==> src/rtl/fclassify_arb.sv <==
// -----------------------------------------------------------------------------
// fclassify_arb
//
// Shares one floating-point classify datapath among NREQ requesters. A
// round-robin arbiter grants at most one requester per cycle; the granted
// operand is decoded (single with NaN-boxing check, or double) and its
// 10-bit RISC-V class mask is captured in a one-entry output register that
// supports backpressure. A drain and a new grant may happen in the same
// cycle, so sustained throughput is one result per cycle.
//
// Ports
//   clk        in   clock
//   reset_n    in   asynchronous active-low reset
//   Flush      in   drop the held result, no grant this cycle
//   ReqValid   in   [NREQ]       request valid per requester
//   ReqReady   out  [NREQ]       one-hot grant (or zero)
//   ReqX       in   [NREQ*FLEN]  operand, requester i at [i*FLEN +: FLEN]
//   ReqFmt     in   [NREQ]       0 = single, 1 = double (ignored if FLEN=32)
//   ReqTag     in   [NREQ*TAGW]  opaque tag returned with the result
//   ResValid   out  result valid
//   ResReady   in   consumer accepts the result
//   ResClass   out  [XLEN]       class mask, bits XLEN-1:10 are zero
//   ResId      out  [log2 NREQ]  requester that produced the result
//   ResTag     out  [TAGW]       tag of that request
// -----------------------------------------------------------------------------
module fclassify_arb #(
  parameter int NREQ = 4,
  parameter int XLEN = 64,
  parameter int FLEN = 64,
  parameter int TAGW = 5,
  localparam int IDW = $clog2(NREQ)
) (
  input  logic                   clk,
  input  logic                   reset_n,
  input  logic                   Flush,
  input  logic [NREQ-1:0]        ReqValid,
  output logic [NREQ-1:0]        ReqReady,
  input  logic [NREQ*FLEN-1:0]   ReqX,
  input  logic [NREQ-1:0]        ReqFmt,
  input  logic [NREQ*TAGW-1:0]   ReqTag,
  output logic                   ResValid,
  input  logic                   ResReady,
  output logic [XLEN-1:0]        ResClass,
  output logic [IDW-1:0]         ResId,
  output logic [TAGW-1:0]        ResTag
);

  // ---------------------------------------------------------------------------
  // Operand decode and classification
  // ---------------------------------------------------------------------------
  function automatic logic [9:0] classify(input logic [FLEN-1:0] x, input logic fmt);
    logic [63:0] w;
    logic        sign;
    logic        exp_zero;
    logic        exp_ones;
    logic        frac_zero;
    logic        frac_msb;
    logic        is_zero;
    logic        is_sub;
    logic        is_inf;
    logic        is_nan;
    logic        is_snan;
    logic        is_norm;
    logic [9:0]  cls;
    w = 64'(x);
    if (FLEN == 64 && fmt) begin
      sign      = w[63];
      exp_zero  = ~|w[62:52];
      exp_ones  = &w[62:52];
      frac_zero = ~|w[51:0];
      frac_msb  = w[51];
    end else begin
      // An improperly NaN-boxed single reads as the canonical quiet NaN.
      if (FLEN == 64 && !(&w[63:32])) w[31:0] = 32'h7FC0_0000;
      sign      = w[31];
      exp_zero  = ~|w[30:23];
      exp_ones  = &w[30:23];
      frac_zero = ~|w[22:0];
      frac_msb  = w[22];
    end
    is_zero = exp_zero & frac_zero;
    is_sub  = exp_zero & ~frac_zero;
    is_inf  = exp_ones & frac_zero;
    is_nan  = exp_ones & ~frac_zero;
    is_snan = is_nan & ~frac_msb;
    is_norm = ~exp_zero & ~exp_ones;
    cls    = '0;
    cls[0] = is_inf  &  sign;
    cls[1] = is_norm &  sign;
    cls[2] = is_sub  &  sign;
    cls[3] = is_zero &  sign;
    cls[4] = is_zero & ~sign;
    cls[5] = is_sub  & ~sign;
    cls[6] = is_norm & ~sign;
    cls[7] = is_inf  & ~sign;
    cls[8] = is_snan;             // sign is irrelevant for NaNs
    cls[9] = is_nan & ~is_snan;
    return cls;
  endfunction

  // ---------------------------------------------------------------------------
  // State
  // ---------------------------------------------------------------------------
  logic [IDW-1:0]  r_last;
  logic            r_res_valid;
  logic [9:0]      r_res_class;
  logic [IDW-1:0]  r_res_id;
  logic [TAGW-1:0] r_res_tag;

  // ---------------------------------------------------------------------------
  // Round-robin arbitration
  // ---------------------------------------------------------------------------
  logic            w_gnt_en;
  logic            w_gnt_vld;
  logic [IDW-1:0]  w_gnt_idx;
  logic [IDW:0]    w_scan;      // one spare bit so last+k cannot overflow
  logic [FLEN-1:0] w_gnt_x;
  logic [TAGW-1:0] w_gnt_tag;
  logic            w_gnt_fmt;
  logic [9:0]      w_gnt_class;

  // Output slot is free when empty or being drained this cycle.
  assign w_gnt_en = (~r_res_valid | ResReady) & ~Flush;

  // NOTE: every always_comb output gets a default first so no path leaves it
  // unassigned, which would otherwise infer a latch.
  always_comb begin
    w_gnt_vld = 1'b0;
    w_gnt_idx = '0;
    w_scan    = '0;
    for (int k = 1; k <= NREQ; k++) begin
      w_scan = {1'b0, r_last} + (IDW+1)'(k);
      if (w_scan >= (IDW+1)'(NREQ)) w_scan = w_scan - (IDW+1)'(NREQ);
      if (w_gnt_en && !w_gnt_vld && ReqValid[w_scan[IDW-1:0]]) begin
        w_gnt_vld = 1'b1;
        w_gnt_idx = w_scan[IDW-1:0];
      end
    end
  end

  always_comb begin
    ReqReady = '0;
    if (w_gnt_vld) ReqReady[w_gnt_idx] = 1'b1;
  end

  assign w_gnt_x     = ReqX[w_gnt_idx*FLEN +: FLEN];
  assign w_gnt_tag   = ReqTag[w_gnt_idx*TAGW +: TAGW];
  assign w_gnt_fmt   = ReqFmt[w_gnt_idx];
  assign w_gnt_class = classify(w_gnt_x, w_gnt_fmt);

  // ---------------------------------------------------------------------------
  // Output stage and pointer
  // ---------------------------------------------------------------------------
  // NOTE: sequential state uses non-blocking assignments so every register
  // samples pre-edge values regardless of statement order.
  always_ff @(posedge clk or negedge reset_n) begin
    if (!reset_n) begin
      r_last      <= IDW'(NREQ - 1);
      r_res_valid <= 1'b0;
      r_res_class <= '0;
      r_res_id    <= '0;
      r_res_tag   <= '0;
    end else if (Flush) begin
      r_res_valid <= 1'b0;
    end else if (w_gnt_vld) begin
      // Replaces the draining result in the same cycle: no bubble.
      r_res_valid <= 1'b1;
      r_res_class <= w_gnt_class;
      r_res_id    <= w_gnt_idx;
      r_res_tag   <= w_gnt_tag;
      r_last      <= w_gnt_idx;
    end else if (ResReady) begin
      r_res_valid <= 1'b0;
    end
  end

  assign ResValid = r_res_valid;
  assign ResClass = {{(XLEN-10){1'b0}}, r_res_class};
  assign ResId    = r_res_id;
  assign ResTag   = r_res_tag;

endmodule

==> config.mk <==
export PLATFORM = sky130hd
export DESIGN_NAME = fclassify_arb
export DESIGN_NICKNAME = d
export VERILOG_FILES = /design/src/rtl/fclassify_arb.sv
export SDC_FILE = /design/constraint.sdc
export NUM_CORES = 1
export LEC_CHECK = 0
export BUFFER_PORTS_ARGS = -buffer_cell sky130_fd_sc_hd__buf_4
export CORE_AREA = 2 2 140 142
export CTS_BUF_LIST = sky130_fd_sc_hd__clkbuf_2
export DETAILED_ROUTE_END_ITERATION = 12
export DIE_AREA = 0 0 142 144
export PLACE_DENSITY = 0.47
export RECOVER_POWER = 100
export SLEW_MARGIN = 25
export SYNTH_ARGS = -nofsm -noshare
export SYNTH_HDL_FRONTEND = slang
export SYNTH_SLANG_ARGS = --single-unit
==> constraint.sdc <==
create_clock -name clk -period 7.2 [get_ports clk]
set_input_delay 1.44 -clock clk [delete_from_list [all_inputs] [get_ports clk]]
set_output_delay 1.44 -clock clk [all_outputs]
set_load 0.01 [all_outputs]
# Word-level counts from Yosys, hierarchy flattened
# Cells that the tools add are included.
# word_totals
output_inout_bits	76
word_cells	110
reg_bits	20
# op_classes
n_reduce_logical	24
multipliers	1
order_cmp	10
n_shift	2
mux	35
bitwise_logic	25
n_addsub	8
# ops
op	n
$shiftx 256x9->64	1
$mux 32	2
$reduce_or 52->1	1
$reduce_and 32->1	1
$reduce_or 23->1	1
$shiftx 20x6->5	1
$mux 1	18
$and 1x1->1	16
$mux 2	8
$lt 2x3->1 const B	5
$ge 3x3->1 const B	4
$reduce_and 11->1	1
$reduce_or 11->1	1
$bmux 1 s2	5
$logic_and 1x1->1	8
$not 1->1	8
$reduce_and 8->1	1
$reduce_or 8->1	1
$sub 2x1->2 const B	4
$logic_not 1->1	7
$add 2x2->3 const B	2
$mul 2x3->5 const B	1
$mux 4	1
$add 2x1->3 const B	1
6 further kinds	6

# Longest topological paths before layout
# Gate-level depths: netlist of the first run.
# depth
ltp_word	31
depth_mapped	15
depth_no_buf	10

# Least setup slack after synthesis of the first run
# Ideal clock, no wire load.
# synth_path
path_type	input to output
start	input ReqValid[2]
end	output ReqReady[0]
required_time_ps	5760
arrival_ps	3296
slack_ps	2464
stages	8
path_cell_list	and4bb_1 o31ai_4 and3_1 buf_6 clkbuf_1 buf_1 buf_1 nor3_1
# synth_via
elab_chain_cells	21
word_cells_on_any_way	32
# synth_rtl
element	line_no	source
start: declaration	36	input logic [NREQ-1:0] ReqValid,
$bmux 1 s2	134	if (w_gnt_en && !w_gnt_vld && ReqValid[w_scan[IDW-1:0]]) begin
$mux 1 (implied by the code)	134	
$logic_and 1x1->1	134	
$mux 1	134	
$logic_not 1->1	134	
$logic_and 1x1->1 (2 in a row)	134	
$mux 1	134	
$logic_not 1->1	134	
[... 3 more ...]	-	
$logic_not 1->1	134	
$logic_and 1x1->1 (2 in a row)	134	
$mux 2	134	
$lt 2x3->1 (implied by the code) / $ge 2x1->1 (equally long branches)	143	if (w_gnt_vld) ReqReady[w_gnt_idx] = 1'b1;
$logic_and 1x1->1 (implied by the code)	143	
$mux 1 (implied by the code)	143	
$demux 1 s2	143	
$mux 4 (*)	143	
end: declaration	37	output logic [NREQ-1:0] ReqReady,
# Mark *: on every way between the ends. The rest lies on a longest branch, timed or not. The select of a mux whose other input is x is not followed.

# Final worst setup path of the first run
# layout_path
start	input ReqValid[1]
end	output ReqReady[0]
# Same word-level chain as after synthesis.

==> summary.txt, run 1 <==
Cells and area
  – Post-Layout Inst Area: 5648 um^2
  – Area grow syn2layout: 63.43%
  – Multi-input combinational cell area: 2520 um^2
  – Share of cells above drive strength 1: 39.80%
  – Register area: 503.0 um^2
  – Fillcell total: 2144
  – Fin nets: 1078

STA
  – Slew Limit Headroom: -5.865%
  – Final worst path period share: 82.97%
  – Fmax: 167.4 MHz
  – RSZ-0062 raised after global routing: no
  – Final slew viol count: 47
  – Crit path time final: 5.974 ns
  – Setup TNS: 0 ns
  – Slew @ Worst Pin: 1.588 ns
  – Setup-failing EPs final: 0
  – Final Hold Slack: 0.5010 ns
  – Clock skew: 0.01460 ns
  – Final hold vios: 0

Setup path
  – Crit-path cells: clkbuf_1 -> nor4b_1 -> o31ai_4 -> and3_1 -> buf_4 -> nor3_1 -> clkbuf_1
  – Critical path data arrival time: 4.53 ns
  – Crit path max-delay family: simple AND/OR/NAND/NOR gates
  – Crit path buffers/inverters: 3
  – Crit-path max FO: 46
  – Worst Setup Start Kind: input port
  – CP peak stage delay: 1.34 ns
  – Setup Crit Path Kind: input port to output pin
  – Slowest cell on crit path: and3_1
  – Crit path from: ReqValid[1]
  – RR Startpoint: r_last[1]
  – Crit path required time: 5.76 ns
  – CP most frequent cell: clkbuf_1
  – Critical Path Sink Type: output pin

Floorplan
  – Initial core utilization: 18.11%
  – Die width: 142 um
  – Rows: 51
  – Die area: 20450 um^2
  – Core Region: 19080 um^2
  – Io pins: 364
  – DIE HEIGHT: 144 um

Global routing
  – First-pass GRT wire length: 24430 um
  – Grt ovf: 0
  – Antenna violations before repair: 0
  – Vias in the first global route: 4616
  – GRT Overall Usage: 15.15%
  – Largest net degree at the start of global routing: 47

Power and ir drop
  – Overall Power: 0.7650 mW
  – Max VDD drop: 0.03323 mV
  – Leakage: 2.753 nW
  – PD cells: 135.4 nW/um^2

Yosys
  – Ys async rst share: 100.0%
  – Synthesized instance count: 506
  – Synth top area share: 13.25%
  – EDFF count, synth: 0
  – Ys flop type: dfrtp_1
  – Yosys warns: 0
  – Register area share after synthesis: 14.55%
  – Synth cell types: 55
  – Mapped Area: 3456 um^2
  – Flops & latches, synth: 20
  – Yosys top cell by area: buf_4
  – Mapped Avg Cell Area: 6.830 um^2
  – Top cells by area, synth: buf_4 13%, dfrtp_1 13%, nand2_1 11%, a21oi_1 7.4%, a22o_1 6.3%

Clocking
  – CTS clk-pin slew, worst paths: 0.18 ns
  – Clk sinks: 20
  – Clk buf depth: 2
  – Hold_buf cts: 0
  – Htree depth: 1
  – Num CTS Buffers: 3
  – Post-CTS sizing: 0
  – Post-CTS Setup Inserts: 0
  – CTS tree: built
  – Root buf cell: clkbuf_2
  – Clk Latency, worst-skew pair: 0.31 ns

Routing
  – Total wire length: 17100 um
  – Vias: 4741
  – Drt pass-1 iters: 4
  – Final ANT Viol Nets: 0
  – DRC violations left: 0
  – Wire length per cell: 16.63 um
  – Vias per Instance: 4.612
  – DR iter-0 viols: 225

Worst hold path
  – Hold Crit Start: ResTag[2]
  – Worst min path class: register to register

Placement
  – Area after DPL: 5725 um^2
  – RD Place Congestion: 0.8164
  – Hpwl dp: 14590 um
  – Buffers added on ports: 309

Outcome
  – Failing checks: max-capacitance violations, max-slew violations
  – Status: finished, violations left

Job
  – Max Cap Viol: 1
==> metrics by stage <==
| step | setup slack, ns | std cells | utilization, % |
|---|---|---|---|
| 2_1_floorplan | 2.464 | 559 | - |
| 3_3_place_gp | 1.718 | 1023 | 30.01 |
| 3_5_place_dp | 1.716 | 1023 | 30.01 |
| 4_1_cts | 1.855 | 1027 | 30.11 |
| 5_1_grt | 0.9236 | 1027 | 29.59 |
| 6_report | 1.226 | 1028 | 29.60 |
==> power by group <==
group | leakage [nW] | internal [mW] | switching, mW
combinational | 2.48 | 0.250 | 0.311
clock | 0.0166 | 0.0147 | 0.0346
sequential | 0.254 | 0.136 | 0.0196
total | 2.75 | 0.400 | 0.365
==> layer usage <==
metal | part of all wire, % | up-vias | wire, um | GRT usage, %
met5 | 0 | - | 0 | 0
met4 | 0.54 | 0 | 93 | 2.000
met3 | 7.9 | 6 | 1346 | 3.079
met2 | 52 | 185 | 8816 | 28.04
met1 | 40 | 2185 | 6839 | 18.52
li1 | - | 2365 | - | -
==> layout by cell type (no fill, tap or decap), drive strengths merged, types with 2 or more instances in the layout <==
cell type  synthesis  routed
conb               1      54
buf               80     293
nand4             24      24
dfstp              2       2
a211oi             2       2
a21oi             51      51
inv                3       3
a31oi              4       4
clkbuf            12      29
nor4              35      35
nor2b              2       2
a221oi            16      16
a21o               2       2
nand2            100     100
nor2              27      27
o31ai              4       4
a22o              25      25
a32o               7       7
and3              18      18
nand2b             3       3
o22ai              6       6
o21ai             11      11
nand3             23      23
dfrtp             18      18
or4                5       5
or3                4       4
a311o              2       2
nor3               4       4
==> logic make-up (layout without fill, tap and decap cells) <==
family | count (synthesis) | count (layout) | synth area share (%)
AO/OA/AOI/OAI | 136 | 136 | 28.71
XOR/XNOR | 1 | 1 | 0.2535
buffers and inverters | 95 | 325 | 18.54
flip-flops | 20 | 20 | 14.55
multiplexers | 2 | 2 | 0.9775
other | 1 | 55 | 0.1085
AND/OR/NAND/NOR | 251 | 251 | 36.86
==> area by class of cell <==
class,count,share of cell area [%]
multi-input combinational,444,44.62
tap,238,5.272
timing repair buffer,318,40.61
clock buffer,4,0.3545
inverter,3,0.1994
antenna,1,0.04431
sequential,20,8.906
==> sequential cells by signal, summed over array words and instances, names as in the netlist <==
| register | count |
|---|---|
| r_last | 2 |
| ResTag | 5 |
| ResValid | 1 |
| r_res_class | 10 |
| ResId | 2 |
==> cell usage after synthesis (2+ instances only) <==
library cell / number
o21ai_0: 9
a31oi_1: 4
nor4_1: 33
a221oi_1: 16
or4_1: 5
nand3_1: 22
buf_2: 8
a22o_1: 25
nor2b_1: 2
a311o_1: 2
or3_1: 3
dfrtp_1: 18
a32o_1: 7
o31ai_1: 3
a211oi_2: 2
dfstp_2: 2
nor3_1: 4
clkbuf_1: 12
nor2_1: 27
a21o_1: 2
nand4_1: 24
buf_4: 61
inv_1: 2
and3_1: 18
nand2b_1: 3
buf_1: 5
buf_6: 6
o22ai_1: 5
nand2_1: 100
a21oi_1: 51
==> path summary, 6_finish.rpt <==
| kind | endpoint | slack [ns] | cells past startpoint |
|---|---|---|---|
| max in group asynchronous | r_res_class[9] | 5.27 | 1 |
| worst max-delay path | ReqReady[0] | 1.23 | 7 |
| min in group asynchronous | ResValid | 1.27 | 1 |
| worst min-delay path | ResTag[2] | 0.50 | 2 |
| worst min register to register | ResTag[2] | 0.50 | 2 |
| worst max register to register | r_res_class[1] | 2.07 | 11 |
==> worst register-to-register path, cell delays in order, from the launching register on <==
cell      delay (ns)
dfstp_2         0.65
and4bb_1        0.23
o31ai_4         0.60
and3_1          1.34
buf_4           0.43
a21oi_1         0.10
a22o_1          0.29
nor4_2          0.25
nand4_1         0.19
or4b_1          0.50
a211oi_1        0.32
a22o_1          0.17
No activity file was read; power rests on OpenSTA's default activity.
==> run 2: changes to the inputs <==
--- a/config.mk
+++ b/config.mk
@@ -6,11 +6,11 @@
 export NUM_CORES = 1
 export LEC_CHECK = 0
 export BUFFER_PORTS_ARGS = -buffer_cell sky130_fd_sc_hd__buf_4
-export CORE_AREA = 2 2 140 142
+export CORE_AREA = 2 2 141 143
 export CTS_BUF_LIST = sky130_fd_sc_hd__clkbuf_2
 export DETAILED_ROUTE_END_ITERATION = 12
-export DIE_AREA = 0 0 142 144
-export PLACE_DENSITY = 0.47
+export DIE_AREA = 0 0 143 145
+export PLACE_DENSITY = 0.48
 export RECOVER_POWER = 100
 export SLEW_MARGIN = 25
 export SYNTH_ARGS = -nofsm -noshare
==> constraint.sdc (replaced) <==
create_clock -name clk -period 5.3 [get_ports clk]
set_input_delay 1.06 -clock clk [delete_from_list [all_inputs] [get_ports clk]]
set_output_delay 1.06 -clock clk [all_outputs]
set_load 0.01 [all_outputs]
==> run 2 against run 1 <==
Effect of this change:
- the run now ends clean
- hold slack better by 0.0053 ns
- combinational power grew 41%
- register-to-register slack got worse by 0.82 ns
- largest cell class unchanged
==> summary.txt, run 2 (synthesis gave the netlist of run 1 again) <==
Global routing
  – GRT Overall Usage: 15.80%
  – First-pass GRT wire length: 26090 um
  – Grt ovf: 0
  – Vias in the first global route: 4900
  – Largest net degree at the start of global routing: 65
  – Antenna violations before repair: 1

Clocking
  – Post-CTS sizing: 0
  – Clk sinks: 20
  – Clk Latency, worst-skew pair: 0.32 ns
  – Htree depth: 1
  – CTS clk-pin slew, worst paths: 0.21 ns
  – Num CTS Buffers: 3
  – CTS tree: built
  – Clk buf depth: 2
  – Root buf cell: clkbuf_2
  – Hold_buf cts: 0
  – Post-CTS Setup Inserts: 0

STA
  – Slew Limit Headroom: 27.38%
  – Final worst path period share: 84.28%
  – Final Hold Slack: 0.5063 ns
  – Slew @ Worst Pin: 1.089 ns
  – Setup-failing EPs final: 0
  – Setup TNS: 0 ns
  – RSZ-0062 raised after global routing: no
  – Final slew viol count: 0
  – Final hold vios: 0
  – Fmax: 223.9 MHz
  – Clock skew: 0.01301 ns
  – Crit path time final: 4.467 ns

Job
  – Max Cap Viol: 0

Routing
  – Final ANT Viol Nets: 0
  – DR iter-0 viols: 187
  – Vias per Instance: 4.595
  – Wire length per cell: 16.63 um
  – Drt pass-1 iters: 4
  – Vias: 4861
  – DRC violations left: 0
  – Total wire length: 17590 um

Setup path
  – Crit path from: ReqValid[1]
  – Critical Path Sink Type: register
  – Worst Setup Start Kind: input port
  – Flop2flop setup slack: 1.25 ns
  – Worst setup path endpoint: r_res_class[1]
  – RR Startpoint: r_last[0]
  – Critical R2R Capture: r_res_class[1]
  – Crit-path max FO: 39
  – Crit path required time: 5.59 ns
  – Worst reg2reg path depth: 11
  – Critical path data arrival time: 4.75 ns
  – Setup Crit Path Kind: input port to register

Placement
  – Placed cell count: 1053
  – Buffers added on ports: 309
  – Hpwl dp: 15080 um
  – RD Place Congestion: 0.8183

Power and ir drop
  – PD cells: 194.2 nW/um^2
  – Leakage: 2.791 nW
  – Max VDD drop: 0.09361 mV

Floorplan
  – Die width: 143 um
  – Rows: 51
  – Die area: 20740 um^2
  – Io pins: 364
  – Core Region: 19210 um^2
  – Initial core utilization: 17.99%
  – DIE HEIGHT: 145 um

Cells and area
  – Max reg flops: 10
  – Area grow syn2layout: 66.98%
  – Fin nets: 1081
  – Share of cells above drive strength 1: 40.40%
  – Most frequent cells in the layout: 295 x buf_4, 100 x nand2_1, 54 x conb_1
  – Most common cell after layout, fill and taps aside: buf_4
  – Top reg by flops: r_res_class
  – Final cell count without fillers: 1058

Outcome
  – Status: finished clean

Worst hold path
  – Worst min path class: register to register
[run 2: worst min-delay path by stage]
stage / cells after the start / startpoint / slack (ns) / to
finish: 2 / ResId[0] / 0.51 / ResId[0]
global route: 2 / ResTag[2] / 0.54 / ResTag[2]
CTS: 2 / ResId[0] / 0.51 / ResId[0]
floorplan: 2 / ResId[0] / 0.52 / ResId[0]
global placement: 2 / ResId[1] / 0.47 / ResId[1]
detailed placement: 2 / ResId[0] / 0.47 / ResId[0]
[run 2: layout make-up]
type / count / area, um^2
multi-input combinational: 444 / 2532
clock buffer: 3 / 15.01
antenna: 1 / 2.502
inverter: 3 / 11.26
timing repair buffer: 321 / 2345
tap: 265 / 331.6
fill: 2185 / 13440
sequential: 20 / 503.0
clock inverter: 1 / 30.03
[run 2: critical path: stages]
cell	delay (ns)
clkbuf_1	0.25
nor4_1	0.17
nor3_4	0.54
and3_2	0.63
buf_12	0.26
a31oi_1	0.11
a32o_1	0.28
nor4_4	0.24
nand4_1	0.23
or4b_1	0.53
a211oi_2	0.27
a22o_1	0.16
[run 2: power breakdown]
part           leakage [nW]  internal, mW  total (mW)  switching, mW
registers             0.254         0.185       0.214         0.0290
logic                  2.51         0.359       0.792          0.433
clock network        0.0266        0.0651       0.115         0.0501
total                  2.79         0.609        1.12          0.512
[run 2: per-stage QoR]
stage | setup WS, ns | area (um^2) | util, % | total power [mW]
floorplan | 1.324 | 3655 | - | 0.7200
global placement | 0.4685 | 5807 | 30.23 | 1.035
detailed placement | 0.4689 | 5807 | 30.23 | 1.032
CTS | 0.8239 | 5852 | 30.47 | 1.151
global route | 0.5772 | 5771 | 30.04 | 1.217
finish | 0.8332 | 5771 | 30.04 | 1.120
[run 2: per-layer routing]
layer / part of all wire (%) / GRT usage, % / vias to the layer above
met5: 0 / 0 / -
met4: 1.2 / 3.762 / 0
met3: 6.3 / 2.145 / 14
met2: 52 / 28.95 / 203
met1: 40 / 19.23 / 2267
li1: - / - / 2377
==> run 3: changes to the inputs <==
--- a/config.mk
+++ b/config.mk
@@ -5,12 +5,13 @@
 export SDC_FILE = /design/constraint.sdc
 export NUM_CORES = 1
 export LEC_CHECK = 0
+export ABC_AREA = 1
 export BUFFER_PORTS_ARGS = -buffer_cell sky130_fd_sc_hd__buf_4
-export CORE_AREA = 2 2 141 143
+export CORE_AREA = 2 2 140 142
 export CTS_BUF_LIST = sky130_fd_sc_hd__clkbuf_2
 export DETAILED_ROUTE_END_ITERATION = 12
-export DIE_AREA = 0 0 143 145
-export PLACE_DENSITY = 0.48
+export DIE_AREA = 0 0 142 144
+export PLACE_DENSITY = 0.53
 export RECOVER_POWER = 100
 export SLEW_MARGIN = 25
 export SYNTH_ARGS = -nofsm -noshare
==> constraint.sdc (replaced) <==
create_clock -name clk -period 4.6 [get_ports clk]
set_input_delay 0.92 -clock clk [delete_from_list [all_inputs] [get_ports clk]]
set_output_delay 0.92 -clock clk [all_outputs]
set_load 0.01 [all_outputs]
==> run 3 against run 2 <==
Effect of this change:
- register-to-register slack got worse by 0.47 ns
- routed wire length increased by 14%
- via count is 26% higher
- combinational power grew to 4.1 times the previous value
- global-route usage up 2.6 points
- core utilization is 6.0 points higher
- clock-buffer cell count stayed put
- clock skew decreased by 0.0040 ns
- clock power rose by 20%
- sequential power up 40%
- hold slack better by 0.0076 ns
==> summary.txt, run 3 <==
Clocking
  – Clk Latency, worst-skew pair: 0.33 ns
  – Hold_buf cts: 0
  – CTS clk-pin slew, worst paths: 0.23 ns
  – Clk buf depth: 2
  – Clk sinks: 20
  – Post-CTS sizing: 0
  – Num CTS Buffers: 3
  – CTS tree: built
  – Post-CTS Setup Inserts: 0
  – Root buf cell: clkbuf_2
  – Htree depth: 1

STA
  – Clock skew: 0.008984 ns
  – Slew @ Worst Pin: 1.132 ns
  – RSZ-0062 raised after global routing: no
  – Crit path time final: 4.000 ns
  – Slew Limit Headroom: 24.53%
  – Final Hold Slack: 0.5139 ns
  – Final worst path period share: 86.96%
  – Setup TNS: 0 ns
  – Final slew viol count: 0
  – Final hold vios: 0
  – Fmax: 250.0 MHz
  – Setup-failing EPs final: 0

Global routing
  – First-pass GRT wire length: 29860 um
  – Grt ovf: 0
  – GRT Overall Usage: 18.43%
  – Largest net degree at the start of global routing: 54
  – Vias in the first global route: 5786
  – Antenna violations before repair: 1

Floorplan
  – Die area: 20450 um^2
  – Rows: 51
  – Die width: 142 um
  – Io pins: 364
  – DIE HEIGHT: 144 um
  – Initial core utilization: 24.17%
  – Core Region: 19080 um^2

Yosys
  – Cell with the most instances after synthesis: nand2_1
  – Register area share after synthesis: 10.91%
  – Ys flop type: dfrtp_1
  – Yosys top cell by area: nand2_1
  – Mapped Area: 4611 um^2
  – EDFF count, synth: 0
  – Mapped Avg Cell Area: 4.974 um^2
  – Flops & latches, synth: 20
  – Synthesized instance count: 927
  – Synth cell types: 35
  – Top cells by area, synth: nand2_1 37%, inv_1 9.9%, dfrtp_1 9.8%, buf_4 9.4%, nand3b_1 5.4%
  – Ys async rst share: 100.0%
  – Commonest cells post-synth: 453 x nand2_1, 122 x inv_1, 58 x buf_4, 58 x nor2_1, 40 x nand3_1
  – Yosys warns: 0
  – Synth top area share: 36.88%

Setup path
  – Worst reg2reg path depth: 23
  – Crit path required time: 3.68 ns
  – Worst Setup Start Kind: register
  – Setup Crit Path Kind: register to output pin
  – Crit-path max FO: 13
  – Critical path data arrival time: 3.08 ns
  – Critical Path Sink Type: output pin

Power and ir drop
  – Max VDD drop: 0.2383 mV
  – PD cells: 537.5 nW/um^2
  – Leakage: 4.265 nW

Routing
  – Final ANT Viol Nets: 0
  – Wire length per cell: 13.79 um
  – DR iter-0 viols: 297
  – DRC violations left: 0
  – Vias: 6149
  – Total wire length: 20030 um
  – Vias per Instance: 4.232
  – Drt pass-1 iters: 6

Cells and area
  – Post-Layout Inst Area: 6870 um^2
  – Area grow syn2layout: 49.01%
  – Share of cells above drive strength 1: 28.28%
  – Most frequent cells in the layout: 453 x nand2_1, 295 x buf_4, 123 x inv_1
  – Top reg by flops: r_res_class
  – Most common cell after layout, fill and taps aside: nand2_1
  – Max reg flops: 10
  – Fin nets: 1502

Outcome
  – Status: finished clean

Placement
  – RD Place Congestion: 0.8369
  – Area after DPL: 6898 um^2
  – Hpwl dp: 16870 um
  – Buffers added on ports: 309

Worst hold path
  – Hold Crit Depth: 2
  – Worst min path class: register to register

Job
  – Max Cap Viol: 0
[run 3: area by class of cell]
cell class | instances | area, um^2
fill | 2262 | 12210
sequential | 20 | 503.0
antenna | 2 | 5.005
clock buffer | 3 | 15.01
timing repair buffer | 316 | 2310
clock inverter | 1 | 30.03
tap | 238 | 297.8
inverter | 144 | 540.5
multi-input combinational | 729 | 3169
[run 3: path summary, 6_finish.rpt]
check / from / end / slack, ns
worst max-delay path: r_last[0] / ReqReady[2] / 0.60
worst min-delay path: r_res_class[5] / r_res_class[5] / 0.51
worst max register to register: r_last[0] / r_res_class[4] / 0.78
worst min register to register: r_res_class[5] / r_res_class[5] / 0.51
max in group asynchronous: reset_n / ResTag[1] / 3.19
min in group asynchronous: reset_n / ResTag[3] / 0.74
[run 3: cell families (layout without fill, tap and decap cells)]
group	Yosys count	count (layout)	synth area share (%)
AO/OA/AOI/OAI	26	26	3.691
buffers and inverters	231	464	24.78
flip-flops	20	20	10.91
other	1	56	0.08133
AND/OR/NAND/NOR	649	649	60.54
[run 3: report_power, final]
| group | internal, mW | switching, mW | leakage [nW] |
|---|---|---|---|
| clock network | 0.0749 | 0.0629 | 0.0266 |
| logic | 1.04 | 2.22 | 3.99 |
| registers | 0.242 | 0.0567 | 0.251 |
[run 3: through the flow]
stage | std cells | worst slack (ns) | total power [mW] | utilization (%)
floorplan | 980 | 1.392 | 2.732 | -
global placement | 1447 | 0.6848 | 3.654 | 36.15
detailed placement | 1447 | 0.6661 | 3.673 | 36.15
CTS | 1451 | 0.7897 | 3.820 | 36.39
global route | 1451 | 0.2536 | 4.217 | 35.98
finish | 1453 | 0.5997 | 3.693 | 36.01
[run 3: metal layers]
layer	global-route usage, %	vias up	wire (um)
li1	-	3269	-
met1	21.50	2649	8048
met2	36.46	223	10430
met3	2.815	8	1419
met4	1.789	0	136
met5	0	-	0
[run 3: critical path, cell delays in order, from the launching register on]
cell and delay (ns):
dfstp_1 0.87, inv_2 0.21, nand2_1 0.12, nand2_1 0.07, nand2_1 0.08, nand2_1 0.08
o21ai_2 0.22, nand4_1 0.13, nand2_2 0.30, nand2_1 0.22, inv_1 0.25, clkbuf_1 0.18
